$ cat config.mk
export PLATFORM = sky130hd
export DESIGN_NAME = fp_mac_status_pipe
export DESIGN_NICKNAME = d
export VERILOG_FILES = /design/src/rtl/fp_mac_status_pipe.sv
export SDC_FILE = /design/constraint.sdc
export NUM_CORES = 1
export LEC_CHECK = 0
export BUFFER_PORTS_ARGS = -buffer_cell sky130_fd_sc_hd__buf_2
export CELL_PAD_IN_SITES_DETAIL_PLACEMENT = 0
export CELL_PAD_IN_SITES_GLOBAL_PLACEMENT = 2
export CORE_UTILIZATION = 40
export CTS_BUF_LIST = sky130_fd_sc_hd__clkbuf_16
export DETAILED_ROUTE_END_ITERATION = 6
export PLACE_DENSITY_LB_ADDON = 0.1
export RECOVER_POWER = 100
export SYNTH_ARGS = -nofsm -noshare
export SYNTH_HDL_FRONTEND = slang
export SYNTH_SLANG_ARGS = --single-unit
$ cat constraint.sdc
create_clock -name clock -period 3.89 [get_ports clock]
set_input_delay 0.1945 -clock clock [delete_from_list [all_inputs] [get_ports clock]]
set_output_delay 0.1945 -clock clock [all_outputs]
set_load 0.01 [all_outputs]
$ cat src/rtl/fp_mac_status_pipe.sv
// Sideband pipeline for the FP MAC: carries sign, exception flags and tag through DEPTH stages
// with valid/ready backpressure, bubble collapsing, synchronous flush and sticky flag capture.
module fp_mac_status_pipe #(
    parameter  int DEPTH = 4,
    parameter  int FLAGW = 5,
    parameter  int TAGW  = 4,
    localparam int OCCW  = $clog2(DEPTH + 1)
) (
    input  logic             clock,
    input  logic             resetn,
    input  logic             flush,
    input  logic             in_valid,
    output logic             in_ready,
    input  logic             in_sign,
    input  logic [FLAGW-1:0] in_flags,
    input  logic [TAGW-1:0]  in_tag,
    output logic             out_valid,
    input  logic             out_ready,
    output logic             out_sign,
    output logic [FLAGW-1:0] out_flags,
    output logic [TAGW-1:0]  out_tag,
    output logic [FLAGW-1:0] sticky_flags,
    input  logic             sticky_clr,
    output logic [OCCW-1:0]  occupancy
);

    logic [DEPTH-1:0] vld;
    logic [DEPTH-1:0] adv;
    logic             adv_chain;
    logic             sign_q  [DEPTH];
    logic [FLAGW-1:0] flags_q [DEPTH];
    logic [TAGW-1:0]  tag_q   [DEPTH];
    logic             hs;

    // A stage moves when it is empty or everything downstream moves; empty stages always accept.
    always_comb begin
        adv          = '0;
        adv_chain    = !vld[DEPTH-1] | out_ready;
        adv[DEPTH-1] = adv_chain;
        for (int i = DEPTH - 2; i >= 0; i--) begin
            adv_chain = !vld[i] | adv_chain;
            adv[i]    = adv_chain;
        end
    end

    assign in_ready  = adv[0] & !flush;
    assign out_valid = vld[DEPTH-1] & !flush;
    assign hs        = out_valid & out_ready;
    assign out_sign  = sign_q[DEPTH-1];
    assign out_flags = flags_q[DEPTH-1];
    assign out_tag   = tag_q[DEPTH-1];

    always_ff @(posedge clock or negedge resetn) begin
        if (!resetn) begin
            vld <= '0;
        end else if (flush) begin
            vld <= '0;
        end else begin
            if (adv[0]) vld[0] <= in_valid & in_ready;
            for (int i = 1; i < DEPTH; i++) begin
                if (adv[i]) vld[i] <= vld[i-1];
            end
        end
    end

    // Payload registers hold their contents across a flush; only the valid bits are dropped.
    always_ff @(posedge clock or negedge resetn) begin
        if (!resetn) begin
            for (int i = 0; i < DEPTH; i++) begin
                sign_q[i]  <= 1'b0;
                flags_q[i] <= '0;
                tag_q[i]   <= '0;
            end
        end else if (!flush) begin
            if (adv[0]) begin
                sign_q[0]  <= in_sign;
                flags_q[0] <= in_flags;
                tag_q[0]   <= in_tag;
            end
            for (int i = 1; i < DEPTH; i++) begin
                if (adv[i]) begin
                    sign_q[i]  <= sign_q[i-1];
                    flags_q[i] <= flags_q[i-1];
                    tag_q[i]   <= tag_q[i-1];
                end
            end
        end
    end

    // A beat handed off in the same cycle as a clear survives the clear.
    always_ff @(posedge clock or negedge resetn) begin
        if (!resetn) begin
            sticky_flags <= '0;
        end else begin
            sticky_flags <= (sticky_clr ? '0 : sticky_flags) | (hs ? out_flags : '0);
        end
    end

    always_comb begin
        occupancy = '0;
        for (int i = 0; i < DEPTH; i++) begin
            occupancy = occupancy + OCCW'(vld[i]);
        end
    end

endmodule
# [Yosys cells after proc, flatten, opt, wreduce, memory -nomap -nowiden]
# Cells that the tools add are included.
[word_totals] in_bits=16 regBits=49 elab_cells=50
[classes] bitwise_logic=10 muxes=7 reduce_logical=13 add_sub_neg=3
[op_table] operator="5-bit two-way mux" count=2
[op_table] operator="2-bit AND reduction" count=4
[op_table] operator="2-bit nonzero test" count=4
[op_table] operator="1-bit logical NOT" count=5
[op_table] operator="5-bit bitwise OR" count=1
[op_table] operator="1-bit AND" count=4
[op_table] operator="1-bit two-way mux" count=4
[op_table] operator="4-bit two-way mux" count=1
[op_table] operator="1-bit bitwise OR" count=4
[op_table] operator="2-bit by 1-bit adder with 3-bit output" count=1
[op_table] operator="3-bit by 1-bit adder with 3-bit output" count=1
[op_table] operator="1-bit by 1-bit adder with 2-bit output" count=1
[op_table] operator="1-bit inverter" count=1

# [Logic depth before layout (Yosys ltp)]
[logic_depth] depth_word=9 ltp_mapped=5

# [Least setup slack after synthesis]
# OpenSTA, ideal clock, no wires.
[synth_path] path_type="reg2out" from="reg vld[0]" to="out occupancy[1]" arrival_ns=1.466 n_path_buf=0 required_time_ns=3.695 path_slack_ns=2.229 stages_incl_launch_ff=6 cell_sequence="dfrtp_1 > inv_1 > fa_1 > inv_1 > ha_1 > ha_1"
[synth_via] elab_chain_len=3
[synth_rtl] item="start, declared" line="27" source="logic [DEPTH-1:0] vld;"
[synth_rtl] item="start signal, assigned" line="59" source="if (adv[0]) vld[0] <= in_valid & in_ready;"
[synth_rtl] item="start signal, assigned by index" line="61" source="if (adv[i]) vld[i] <= vld[i-1];"
[synth_rtl] item="1-bit by 1-bit adder with 2-bit output" line="102" source="occupancy = occupancy + OCCW'(vld[i]);"
[synth_rtl] item="2-bit by 1-bit adder with 3-bit output" line="102"
[synth_rtl] item="3-bit by 1-bit adder with 3-bit output" line="102"
[synth_rtl] item="end, declared" line="24" source="output logic [OCCW-1:0] occupancy"
# No other way between the ends.

# [Worst setup path after layout]
[layout_path] from="reg vld[2]" to="out in_ready"
[layout_via] elab_chain_len=5
[layout_rtl] item="1-bit logical NOT" line="41" source="adv_chain = !vld[i] | adv_chain;"
[layout_rtl] item="1-bit bitwise OR (3 in series)" line="41"
[layout_rtl] item="1-bit AND" line="46" source="assign in_ready = adv[0] & !flush;"
[layout_rtl] item="end, declared" line="13" source="output logic in_ready,"
# No other way between the ends.

==> run summary <==
Util after Layout = 47.79%
Slowest stage cell, crit path = a21oi_1
RSZ-0062 raised after global routing = no
Pre-CTS setup slack = 2.037 ns
Detail Route Antenna Nets = 0
CTS root buf = clkbuf_16
Post-CTS setup buffer count = 0
Slowest stage delay, CP = 1.04 ns
Sum of negative setup slack = 0 ns
Final HPWL DP = 2.156 mm
Clk_lat worst skew = 0.28 ns
Grt ovf = 0
Failing checks = max-capacitance violations, max-slew violations
Pwr per Cell Area = 518.8 nW/um^2
Antenna cells = 0
CTS tree = done
Initial antenna violation count = 0
Clk_skew = 0.001792 ns
Total CTS buffers = 5
Cts repair resizes = 0
Worst Hold Launch = in_valid
Worst setup EP type = output pin
Syn nets = 158
Endpoints failing setup = 0
Hold depth = 3
Main flop type after synthesis = dfrtp_1
Post-route setup slack = 1.483 ns
Area Growth Syn to Fin = 13.12%
CP startpoint kind = flop
Post-synthesis area per instance = 14.55 sq um
Sw Pwr = 0.0002822 W
Fmax = 415.5 MHz
Seq pwr share = 52.9%
Leading area contributor after synthesis = dfrtp_1
Total Routed Length = 3.161 mm
Relative slew slack = -71.46%
Crit-path cells = and4b_1, a21oi_1, clkbuf_1
Crit. path cell count = 3
H-tree levels = 2
Register area share after synthesis = 60.64%
Die width = 73.10 um
Post-route cell area = 2287 sq um
Minimum clock period = 2.407 ns
Reg2reg setup slack = 1.64 ns
Initial Utilization = 42.25%
Worst vdd ir = 0.2469 mV
Fillers = 454
First-pass iteration count of the detailed router = 4
Share of the synthesized area in the top cell type = 60.64%
GRT Total Usage = 13.68%
Hold Path Class = in -> reg
Clock power frac = 34.3%
Status = finished, violations left
Max Cap Viol = 1
# IOs = 36
Worst R2R Path Depth = 3
Fin. Hold Viols = 0
Synth top area cells = dfrtp_1 61%, mux2_2 17%, mux2_4 6.7%
Switch share = 23.79%
Total internal power = 0.0009043 W
Placement Cell Area = 2197 sq um
Most common cell in the netlist = dfrtp_1
Vias in the first global route = 1049
Gate count of the mapped netlist = 139
Slew Limit Fails = 50
EDFF count, synth = 0
R2R Path End = sign_q[3]$_DFFE_PN0P_
Ys async rst share = 100.0%
CTS Sinks = 49
Logic gate share of total power = 12.8%
CP Class = reg -> out
Most frequent cells after synthesis = 49 x dfrtp_1, 31 x mux2_2, 10 x inv_1, 9 x buf_4, 9 x mux2_4
Distinct cells, synth = 19
Die height = 73.10 um
R2r startpoint = vld[2]$_DFFE_PN0P_
Vias = 1100
Number of synthesized register bits = 49
DRC = 0
Crit share post-route = 61.87%
RePlAce Congestion = 0.7918
CP arrival = 2.21 ns
Core ar. = 4786 sq um
Buf+Inv Stages, Crit Path = 1
WHS Endpoint = vld[0]$_DFFE_PN0P_
Critical Path Fanout Max = 11
Delay-heaviest family, CP = compound AO/OA/AOI/OAI gates
DR vias/cell = 4.622
Largest net degree at the start of global routing = 50
DRT iter0 DRCs = 54
Clock transition at path regs = 0.06 ns
First-pass GRT wire length = 5.244 mm
Ys Warns = 0
DR WL/cell = 13.28 um
Die area = 5343 sq um
Total Nets Final = 189
Hold-fix buffers at CTS = 0
Row cnt = 25
PortBufs = 35
Fraction of layout cells with a size suffix above 1 = 36.26%
Worst slew pin tran = 2.572 ns
Mapped cell area = 2022 sq um
Buffer depth of the longest clock path = 2
Worst Path Required = 3.70 ns
Leak = 1.031 nW
[registers in the layout, summed over array words and instances (netlist names)]
register	count
sign_q	3
flags_q	15
sticky_flags	5
out_flags	5
tag_q	12
vld	4
out_sign	1
out_tag	4
[how the worst max path moves through the flow]
stage                  startpoint  slack [ns]                    end
5_1_grt                    resetn        1.15  tag_q[13]$_DFFE_PN0P_
3_3_place_gp   vld[2]$_DFFE_PN0P_        2.07  tag_q[12]$_DFFE_PN0P_
2_1_floorplan  vld[0]$_DFFE_PN0P_        2.23           occupancy[1]
3_5_place_dp   vld[2]$_DFFE_PN0P_        2.04  tag_q[12]$_DFFE_PN0P_
4_1_cts        vld[0]$_DFFE_PN0P_        1.77           occupancy[1]
6_report       vld[2]$_DFFE_PN0P_        1.48               in_ready
[per-layer routing]
metal,vias to the layer above,GRT usage [%],part of all wire (%)
met2,23,20.58,46
met4,0,5.229,0.82
li1,527,-,-
met3,2,4.558,3.3
met1,548,18.35,50
met5,-,0,0
[power groups by stage]
stage / clock, W / sequential [W] / combinational, W
4_1_cts: 0.000426 / 0.000628 / 0.000166
6_report: 0.000407 / 0.000628 / 0.000152
5_1_grt: 0.000443 / 0.000637 / 0.000169
2_1_floorplan: 0 / 0.000623 / 0.000141
3_5_place_dp: 0 / 0.000638 / 0.000165
3_3_place_gp: 0 / 0.000634 / 0.000162
[cell type report]
class                   instances  area [sq um]  area share, %
flip-flops and latches         49          1226          53.61
multi-input cells              69         648.1          28.34
repair buffers                 35         148.9          6.510
clock buffers                   5         125.1          5.470
well taps                      67         83.83          3.665
inverters                      10         37.54          1.641
clock inverters                 3         17.52         0.7659
[layout by cell type, fill, tap and decap left out]
| master | count |
|---|---|
| clkinvlp_4 | 1 |
| nor2_1 | 9 |
| ha_1 | 2 |
| a21oi_1 | 4 |
| clkbuf_16 | 5 |
| and3b_1 | 1 |
| clkbuf_1 | 21 |
| and4b_1 | 1 |
| o21ai_0 | 5 |
| clkinv_2 | 2 |
| mux2_2 | 32 |
| nand2_1 | 5 |
| mux2_4 | 8 |
| nor2b_1 | 1 |
| inv_1 | 10 |
| buf_2 | 14 |
| dfrtp_1 | 49 |
| fa_1 | 1 |
[logic make-up (layout without fill, tap and decap cells)]
kind of cell | count (synthesis) | after routing | synth area share [%]
multiplexers | 40 | 40 | 23.95
AND/OR/NAND/NOR | 17 | 17 | 4.580
adder cells (fa/ha/maj) | 3 | 3 | 2.228
AO/OA/AOI/OAI | 9 | 9 | 2.599
buffers and inverters | 21 | 53 | 6.002
flip-flops | 49 | 49 | 60.64
[through the flow]
step	cells	hold WS [ns]	total power, W
2_1_floorplan	139	-0.1011	0.0007639
3_3_place_gp	230	0.4232	0.0007960
3_5_place_dp	230	0.4197	0.0008032
4_1_cts	238	0.1247	0.001220
5_1_grt	238	0.1360	0.001249
6_report	238	0.1265	0.001187
[tightest hold or removal path, stage by stage]
cell and delay, ns:
buf_2 0.08, a21oi_1 0.03, nor2_1 0.07
Power figures use the tool's default switching activity.
